## src/rtl/drbg_word_serializer.sv

```systemverilog
`timescale 1ns/1ps
`default_nettype none
// +----------------------------------------------------------------------------+
// | Module   : drbg_word_serializer                                            |
// | Purpose  : Prefetches DRBG generator words into a small FIFO and presents  |
// |            them slice by slice, LSB slice first, with optional line-key    |
// |            capture on H rising (enabled by macro DRBG_SER_LINE_KEY_EN).    |
// | Revision : 1.0 - initial release                                           |
// +----------------------------------------------------------------------------+
module drbg_word_serializer #(
  parameter int DATA_WIDTH_IN  = 256,
  parameter int DATA_WIDTH_OUT = 8,
  parameter int DEPTH          = 2
) (
  input  logic                      clk,
  input  logic                      reset,
  input  logic                      H,
  input  logic                      V,
  input  logic [DATA_WIDTH_IN-1:0]  data_in,
  input  logic                      data_in_valid,
  input  logic                      generator_busy,
  output logic                      need_next,
  input  logic                      take,
  output logic [DATA_WIDTH_OUT-1:0] data_out,
  output logic                      data_out_valid,
  output logic [DATA_WIDTH_OUT-1:0] line_key,
  output logic                      underflow
);

  localparam int c_SLICES = DATA_WIDTH_IN / DATA_WIDTH_OUT;
  localparam int c_IDX_W  = (c_SLICES > 1) ? $clog2(c_SLICES) : 1;
  localparam int c_PTR_W  = (DEPTH > 1) ? $clog2(DEPTH) : 1;
  localparam int c_CNT_W  = $clog2(DEPTH + 1);

  localparam logic [c_IDX_W-1:0] c_LAST_IDX  = c_IDX_W'(c_SLICES - 1);
  localparam logic [c_PTR_W-1:0] c_LAST_PTR  = c_PTR_W'(DEPTH - 1);
  localparam logic [c_CNT_W-1:0] c_DEPTH_CNT = c_CNT_W'(DEPTH);

`ifdef DRBG_SER_LINE_KEY_EN
  localparam logic c_LINE_KEY_EN = 1'b1;
`else
  localparam logic c_LINE_KEY_EN = 1'b0;
`endif

  logic [DATA_WIDTH_IN-1:0]  r_mem [DEPTH];
  logic [c_PTR_W-1:0]        r_rd_ptr;
  logic [c_PTR_W-1:0]        r_wr_ptr;
  logic [c_CNT_W-1:0]        r_count;
  logic [c_IDX_W-1:0]        r_idx;
  logic                      r_outstanding;
  logic                      r_discard;
  logic                      r_need_next;
  logic                      r_h;
  logic                      r_v;
  logic                      r_underflow;
  logic [DATA_WIDTH_OUT-1:0] r_line_key;

  logic                      w_valid;
  logic                      w_v_rise;
  logic                      w_h_rise;
  logic                      w_adv;
  logic                      w_last;
  logic                      w_pop;
  logic                      w_accept;
  logic                      w_push;
  logic                      w_issue;
  logic [c_PTR_W-1:0]        w_rd_next;
  logic [c_PTR_W-1:0]        w_wr_next;
  logic [DATA_WIDTH_IN-1:0]  w_head;

  assign w_valid  = (r_count != '0);
  assign w_v_rise = V & ~r_v;
  // Field flush outranks line start, so a coincident H edge never captures.
  assign w_h_rise = c_LINE_KEY_EN & H & ~r_h & ~w_v_rise;

  // take and line start share one advance; a slice never steps twice per cycle.
  assign w_adv    = (take | w_h_rise) & w_valid & ~w_v_rise;
  assign w_last   = (r_idx == c_LAST_IDX);
  assign w_pop    = w_adv & w_last;

  // Words only count when a request is outstanding; stale ones are dropped here.
  assign w_accept = data_in_valid & r_outstanding;
  assign w_push   = w_accept & ~r_discard & ~w_v_rise;
  assign w_issue  = ~r_outstanding & ~generator_busy & ~w_v_rise & (r_count < c_DEPTH_CNT);

  assign w_rd_next = (r_rd_ptr == c_LAST_PTR) ? '0 : r_rd_ptr + 1'b1;
  assign w_wr_next = (r_wr_ptr == c_LAST_PTR) ? '0 : r_wr_ptr + 1'b1;

  assign w_head         = r_mem[r_rd_ptr];
  assign data_out       = w_valid ? w_head[r_idx*DATA_WIDTH_OUT +: DATA_WIDTH_OUT] : '0;
  assign data_out_valid = w_valid;
  assign need_next      = r_need_next;
  assign line_key       = r_line_key;
  assign underflow      = r_underflow;

  always_ff @(posedge clk) begin
    if (w_push) begin
      r_mem[r_wr_ptr] <= data_in;
    end
  end

  always_ff @(posedge clk or posedge reset) begin
    if (reset) begin
      r_rd_ptr      <= '0;
      r_wr_ptr      <= '0;
      r_count       <= '0;
      r_idx         <= '0;
      r_outstanding <= 1'b0;
      r_discard     <= 1'b0;
      r_need_next   <= 1'b0;
      r_h           <= 1'b0;
      r_v           <= 1'b0;
      r_underflow   <= 1'b0;
      r_line_key    <= '0;
    end else begin
      r_h         <= H;
      r_v         <= V;
      r_need_next <= w_issue;

      if (take & ~w_valid) begin
        r_underflow <= 1'b1;
      end

      if (w_h_rise) begin
        r_line_key <= data_out;
      end

      if (w_v_rise) begin
        r_rd_ptr <= '0;
        r_wr_ptr <= '0;
        r_count  <= '0;
        r_idx    <= '0;
      end else begin
        if (w_adv) begin
          r_idx <= w_last ? '0 : r_idx + 1'b1;
        end
        if (w_pop) begin
          r_rd_ptr <= w_rd_next;
        end
        if (w_push) begin
          r_wr_ptr <= w_wr_next;
        end
        case ({w_push, w_pop})
          2'b10:   r_count <= r_count + 1'b1;
          2'b01:   r_count <= r_count - 1'b1;
          default: r_count <= r_count;
        endcase
      end

      if (w_issue) begin
        r_outstanding <= 1'b1;
      end else if (w_accept) begin
        r_outstanding <= 1'b0;
      end

      // A request in flight across a flush must not refill the new field.
      if (w_accept) begin
        r_discard <= 1'b0;
      end else if (w_v_rise & r_outstanding) begin
        r_discard <= 1'b1;
      end
    end
  end

endmodule
`default_nettype wire

```

## config.mk

```make
export PLATFORM = sky130hd
export DESIGN_NAME = drbg_word_serializer
export DESIGN_NICKNAME = d
export VERILOG_FILES = /design/src/rtl/drbg_word_serializer.sv
export SDC_FILE = /design/constraint.sdc
export NUM_CORES = 1
export LEC_CHECK = 0
export ABC_AREA = 1
export ABC_CLOCK_PERIOD_IN_PS = 18900
export CORE_UTILIZATION = 30
export DETAILED_ROUTE_END_ITERATION = 10
export GPL_TIMING_DRIVEN = 0
export PLACE_DENSITY_LB_ADDON = 0.15
export SYNTH_ARGS = -nofsm -noshare
export SYNTH_HDL_FRONTEND = slang
export SYNTH_SLANG_ARGS = --single-unit
```

## constraint.sdc

```tcl
create_clock -name clk -period 18.9 [get_ports clk]
set_clock_uncertainty 0.15 [all_clocks]
set_input_delay 1.89 -clock clk [delete_from_list [all_inputs] [get_ports clk]]
set_output_delay 1.89 -clock clk [all_outputs]
set_load 0.005 [all_outputs]
```

Yosys cells after proc, flatten, opt, wreduce, memory -nomap -nowiden
Memories as Yosys holds them, arrays and structs flattened.
Index checks and enable logic that the tools add are counted.
{ "totals": {"inputBits": 263, "n_memories": 1, "wordCells": 63, "out_inout_bits": 19, "mem_bits_rw": 512, "ff_bits": 14} }
{ "memory_table": {"columns": ["name", "depth", "width", "read_ports", "rd_clocked_by_memory_dff", "write_ports", "line", "text"], "rows": [
  ["r_mem", 2, 256, 1, 0, 1, "45", "logic [DATA_WIDTH_IN-1:0] r_mem [DEPTH];"]
]} }
{ "classes": {"addsub": 5, "n_eq_ne": 3, "shift": 1, "mux": 18, "n_reduce_logical": 7, "bitwise_logic": 18, "order_cmp": 1} }
{ "ops": {"columns": ["operator", "count"], "rows": [
  ["$shiftx A256 B9 Y8", 1],
  ["$mux W5", 3],
  ["$and A1 B1 Y1", 12],
  ["$mux W1", 12],
  ["$reduce_bool A2 Y1", 6],
  ["$mux W8", 1],
  ["$not A1 Y1", 6],
  ["$add A5 B1 Y5 const B", 1],
  ["$eq A5 B5 Y1 const B", 1],
  ["$pmux W2 S2", 1],
  ["$reduce_bool A3 Y1", 1],
  ["$add A1 B1 Y1 const B", 2],
  ["$add A2 B1 Y2 const B", 1],
  ["$eq A2 B1 Y1 const B", 1],
  ["$eq A2 B2 Y1 const B", 1],
  ["$lt A2 B2 Y1 const B", 1],
  ["$mux W2", 1],
  ["$sub A2 B1 Y2 const B", 1]
]} }

Logic depth before layout (Yosys ltp)
{ "logic_depth": {"word_depth": 8, "depth_mapped": 13, "ltp_nobuf": 11} }

Least setup slack after synthesis
OpenSTA, ideal clock, no wires.
{ "synth_path": {"path_type": "input to register", "start": "input port data_in_valid", "end": "register r_wr_ptr", "required_ps": 18601, "stages": 7, "setup_time_ps": 149, "path_buffers": 0, "slack_ps": 4786, "arrival_time_ps": 13815, "cell_sequence": "nand2_1 nor2_1 inv_1 nor2_1 inv_1 nor2_1 o21bai_1"} }
{ "synth_via": {"elab_chain_len": 4} }
{ "synth_rtl": {"columns": ["item", "line", "text"], "rows": [
  ["start: declaration", "20", "input logic data_in_valid,"],
  ["$and A1 B1 Y1", "82", "assign w_accept = data_in_valid & r_outstanding;"],
  ["$and A1 B1 Y1 (2 in series)", "83", "assign w_push = w_accept & ~r_discard & ~w_v_rise;"],
  ["$reduce_bool A2 Y1 (no line)", null, null],
  ["end signal: assignment", "141", "r_wr_ptr <= w_wr_next;"],
  ["end: declaration", "47", "logic [c_PTR_W-1:0] r_wr_ptr;"]
]} }
No other way between the ends.
A chain may end at the register's enable or synchronous reset.

Worst setup path after layout
{ "layout_path": {"start": "register r_idx[2]", "end": "output port data_out[4]"} }
{ "layout_via": {"elab_chain_len": 2} }
{ "layout_rtl": {"columns": ["item", "line", "text"], "rows": [
  ["start: declaration", "49", "logic [c_IDX_W-1:0] r_idx;"],
  ["start signal: assignment", "135", "r_idx <= w_last ? '0 : r_idx + 1'b1;"],
  ["$shiftx A256 B9 Y8", "90", "assign data_out = w_valid ? w_head[r_idx*DATA_WIDTH_OUT +: DATA_WIDTH_OUT] : '0;"],
  ["$mux W8", "90", null],
  ["end: declaration", "24", "output logic [DATA_WIDTH_OUT-1:0] data_out,"]
]} }
No other way between the ends.

==> impl_metrics.prom <==
# TYPE chip_impl_metric gauge
chip_impl_metric{name="route.final.wire_length",unit="µm"} 69800
chip_impl_metric{name="clock_insertion_delay_worst_skew",unit="ps"} 610
chip_impl_info{name="cp_common_cell",value="sky130_fd_sc_hd__nand3_1"} 1
chip_impl_metric{name="overflow",unit=""} 0
chip_impl_metric{name="grt_max_degree",unit=""} 32
chip_impl_metric{name="cts-htree-levels",unit=""} 2
chip_impl_metric{name="remaining_drc_errors",unit=""} 0
chip_impl_info{name="setup.worst_path.start_class",value="flop"} 1
chip_impl_metric{name="ctsResizeCount",unit=""} 0
chip_impl_metric{name="drv.max_cap_violation_count",unit=""} 0
chip_impl_info{name="worst_r2r_startpoint",value="r_outstanding"} 1
chip_impl_info{name="cts_root_buf",value="sky130_fd_sc_hd__clkbuf_16"} 1
chip_impl_metric{name="cts_inserted_buffers",unit=""} 58
chip_impl_metric{name="ff_latch_count_synth",unit=""} 526
chip_impl_info{name="layout_commonest_cell",value="sky130_fd_sc_hd__nand2_1"} 1
chip_impl_metric{name="vias",unit=""} 14640
chip_impl_metric{name="power.density_cell_area",unit="nW/µm²"} 117.8
chip_impl_metric{name="drt-initial-drc-count",unit=""} 1249
chip_impl_metric{name="worst-r2r-cell-count",unit=""} 10
chip_impl_metric{name="post_synth.cell_area_avg",unit="µm²"} 11.64
chip_impl_metric{name="fp.dieH",unit="µm"} 268.1
chip_impl_metric{name="synth-seq-area-share",unit=""} 0.7405
chip_impl_metric{name="ir_drop",unit="mV"} 0.07324
chip_impl_metric{name="whs",unit="ps"} 320.8
chip_impl_metric{name="drv_slew",unit=""} 0
chip_impl_metric{name="dp_hpwl",unit="µm"} 52100
chip_impl_metric{name="post_route_core_utilization",unit=""} 0.3905
chip_impl_metric{name="nets",unit=""} 2449
chip_impl_metric{name="initial_core_util",unit=""} 0.3032
chip_impl_metric{name="postCtsHoldBufs",unit=""} 0
chip_impl_info{name="final_cell_mix",value="757 x sky130_fd_sc_hd__nand2_1, 512 x sky130_fd_sc_hd__edfxtp_1, 272 x sky130_fd_sc_hd__clkdlybuf4s50_1"} 1
chip_impl_metric{name="fin_crit",unit="ps"} 5914
chip_impl_metric{name="drive_above_1_share",unit=""} 0.07813
chip_impl_metric{name="finalHoldViolations",unit=""} 0
chip_impl_metric{name="design.core.area",unit="µm²"} 70030
chip_impl_info{name="holdCritStartpoint",value="r_outstanding"} 1
chip_impl_metric{name="static_leakage",unit="nW"} 10.06
chip_impl_info{name="timing.critical_path.from",value="r_idx[2]"} 1
chip_impl_metric{name="num-fill-cells",unit=""} 6710
chip_impl_metric{name="drt_first_pass_iters",unit=""} 8
chip_impl_metric{name="clock.fmax",unit="MHz"} 169.1
chip_impl_info{name="hold_path_class",value="reg2reg"} 1
chip_impl_metric{name="clk_pin_slew_worst_paths",unit="ps"} 60
chip_impl_info{name="worst_path_max_delay_cell",value="sky130_fd_sc_hd__buf_1"} 1
chip_impl_metric{name="design.portCount",unit=""} 282
chip_impl_metric{name="timing.slew.headroom",unit=""} 0.4447
chip_impl_metric{name="grt_first_pass_wirelength",unit="µm"} 98440
chip_impl_metric{name="routedWlPerCell",unit="µm"} 22.00
chip_impl_metric{name="dieWidth",unit="µm"} 268.1
chip_impl_metric{name="synth.cell_area",unit="µm²"} 21240
chip_impl_metric{name="worst-slew-pin-transition",unit="ps"} 832.9
chip_impl_metric{name="rows",unit=""} 97
chip_impl_metric{name="area.growth.synth_to_final",unit="%"} 28.76
chip_impl_info{name="worstPathCellList",value="inv_1 -> clkbuf_1 -> buf_1 -> a21oi_1 -> nand3_1 -> nand3_1 -> nand3_1 -> nand2_1 -> nor2_1 -> clkdlybuf4s50_1"} 1
chip_impl_metric{name="tns",unit="ps"} 0
chip_impl_metric{name="slowest_delay",unit="ps"} 700
chip_impl_metric{name="yosys_warnings",unit=""} 0
chip_impl_info{name="setup_repair_after_global_routing_missed_its_margin",value="false"} 1
chip_impl_metric{name="drt-vias-per-instance",unit=""} 4.617
chip_impl_metric{name="netlist-cell-type-count",unit=""} 25
chip_impl_metric{name="number_of_global_route_vias_before_repair",unit=""} 14550
chip_impl_metric{name="syn_inst",unit=""} 1825
chip_impl_metric{name="port_buffers",unit=""} 272
chip_impl_metric{name="cp_data_required_time",unit="ps"} 16860
chip_impl_metric{name="pre_cts_slack",unit="ps"} 13650
chip_impl_metric{name="cts.repair_timing.setup_buffer_count",unit=""} 0
chip_impl_metric{name="grt_use_total",unit=""} 0.1932
chip_impl_metric{name="worst-path-max-fanout",unit=""} 10
chip_impl_info{name="tritoncts",value="yes"} 1
chip_impl_metric{name="grt_antenna_before_repair",unit=""} 6
chip_impl_metric{name="ctsLongestPathBuffers",unit=""} 3
chip_impl_metric{name="design.die.area",unit="µm²"} 71850
chip_impl_metric{name="globalplace.congestion",unit=""} 0.8535
chip_impl_info{name="worst_setup_path_end_kind",value="output pin"} 1
chip_impl_metric{name="antenna_violating_nets_post_route",unit=""} 0
chip_impl_metric{name="setup_viol",unit=""} 0
chip_impl_metric{name="whs_path_depth",unit=""} 1
chip_impl_info{name="status",value="finished clean"} 1
chip_impl_info{name="crit_type",value="reg2out"} 1
chip_impl_metric{name="arrival_time_worst_endpoint",unit="ps"} 3870
chip_impl_metric{name="final.setup.worst_slack",unit="ps"} 12990
chip_impl_metric{name="post-route-period-util",unit=""} 0.3129
chip_impl_metric{name="clock_sink_count",unit=""} 526
path summary, 6_finish.rpt:
| check | slack (ps) | endpoint |
|---|---|---|
| worst max-delay path | 12990 | data_out[4] |
| worst min-delay path | 320 | need_next |
| worst max register to register | 16150 | r_mem[1][222] |
| worst min register to register | 320 | need_next |
| max in group asynchronous | 16740 | r_wr_ptr |
| min in group asynchronous | 1480 | r_rd_ptr |
state kept, by name (all words and copies together) (netlist names):
register and flops:
r_mem 512, r_outstanding 1, r_v 1, underflow 1, r_rd_ptr 1, r_idx 5
r_discard 1, r_wr_ptr 1, need_next 1, r_count 2
logic make-up after synthesis:
| family | after synthesis | synth area share |
|---|---|---|
| AND/OR/NAND/NOR | 1080 | 0.2073 |
| XOR/XNOR | 3 | 0.001238 |
| AO/OA/AOI/OAI | 84 | 0.02039 |
| other | 1 | 0.0001766 |
| adder cells (fa/ha/maj) | 2 | 0.001178 |
| flip-flops | 526 | 0.7405 |
| buffers and inverters | 129 | 0.02922 |
critical path, delay by kind of cell, from the launching register on:
| kind | cells | cell delay (ps) |
|---|---|---|
| simple gates | 5 | 830 |
| buf+inv | 4 | 1880 |
| compound gates | 1 | 80 |
| flops | 1 | 450 |
synthesized netlist by cell type:
cell type                  count  area, µm²
sky130_fd_sc_hd__ha_1          2      25.02
sky130_fd_sc_hd__nor2_4        1      11.26
sky130_fd_sc_hd__clkinv_1      2      7.510
sky130_fd_sc_hd__buf_1         9      33.78
sky130_fd_sc_hd__conb_1        1      3.750
sky130_fd_sc_hd__xnor2_1       1      8.760
sky130_fd_sc_hd__nor4_1        1      6.260
sky130_fd_sc_hd__clkbuf_1     26      97.59
sky130_fd_sc_hd__xor2_1        2      17.52
sky130_fd_sc_hd__edfxtp_1    512      15370
sky130_fd_sc_hd__inv_2         3      11.26
sky130_fd_sc_hd__o21ai_0       4      20.02
sky130_fd_sc_hd__nor2_1       52      195.2
sky130_fd_sc_hd__a21oi_1      74      370.4
sky130_fd_sc_hd__buf_4        17      127.6
sky130_fd_sc_hd__dfrtp_1      14      350.3
sky130_fd_sc_hd__o21a_1        1      7.510
sky130_fd_sc_hd__nand2_2       1      6.260
sky130_fd_sc_hd__o21bai_1      3      22.52
sky130_fd_sc_hd__o22ai_1       2      12.51
sky130_fd_sc_hd__nand3_1     260       1301
sky130_fd_sc_hd__nor3_1        8      40.04
sky130_fd_sc_hd__nand2_1     757       2841
sky130_fd_sc_hd__inv_1        14      52.55
sky130_fd_sc_hd__buf_2        58      290.3
power breakdown:
group | total, mW | internal (mW) | switching (mW)
registers | 1.42 | 1.39 | 0.0285
clock network | 1.05 | 0.595 | 0.456
logic | 0.754 | 0.246 | 0.508
total | 3.22 | 2.23 | 0.992
routing by layer:
| layer | share of wire | track usage |
|---|---|---|
| met1 | 0.44 | 0.2570 |
| met2 | 0.48 | 0.3236 |
| met3 | 0.055 | 0.03070 |
| met4 | 0.023 | 0.05822 |
| met5 | 0.00062 | 0 |
per-stage QoR:
step           std cells  total power [mW]  instance area (µm²)
3_3_place_gp        3044             2.249                25160
6_report            3172             3.222                27340
3_5_place_dp        3064             2.201                25610
5_1_grt             3169             3.353                27340
2_1_floorplan       1832             1.837                21260
4_1_cts             3167             3.254                27330
layout make-up:
cell class              instances  area, µm²  area share
diodes                          5      12.51   0.0004576
plain buffers                 110      549.3     0.02009
clock buffers                  75       1536     0.05619
clock inverters                28      188.9    0.006909
inverters                      19      71.32    0.002608
multi-input cells            1177       4931      0.1803
flip-flops and latches        526      15730      0.5751
well taps                     940       1176     0.04301
repair buffers                292       3153      0.1153
Power figures use the tool's default switching activity.
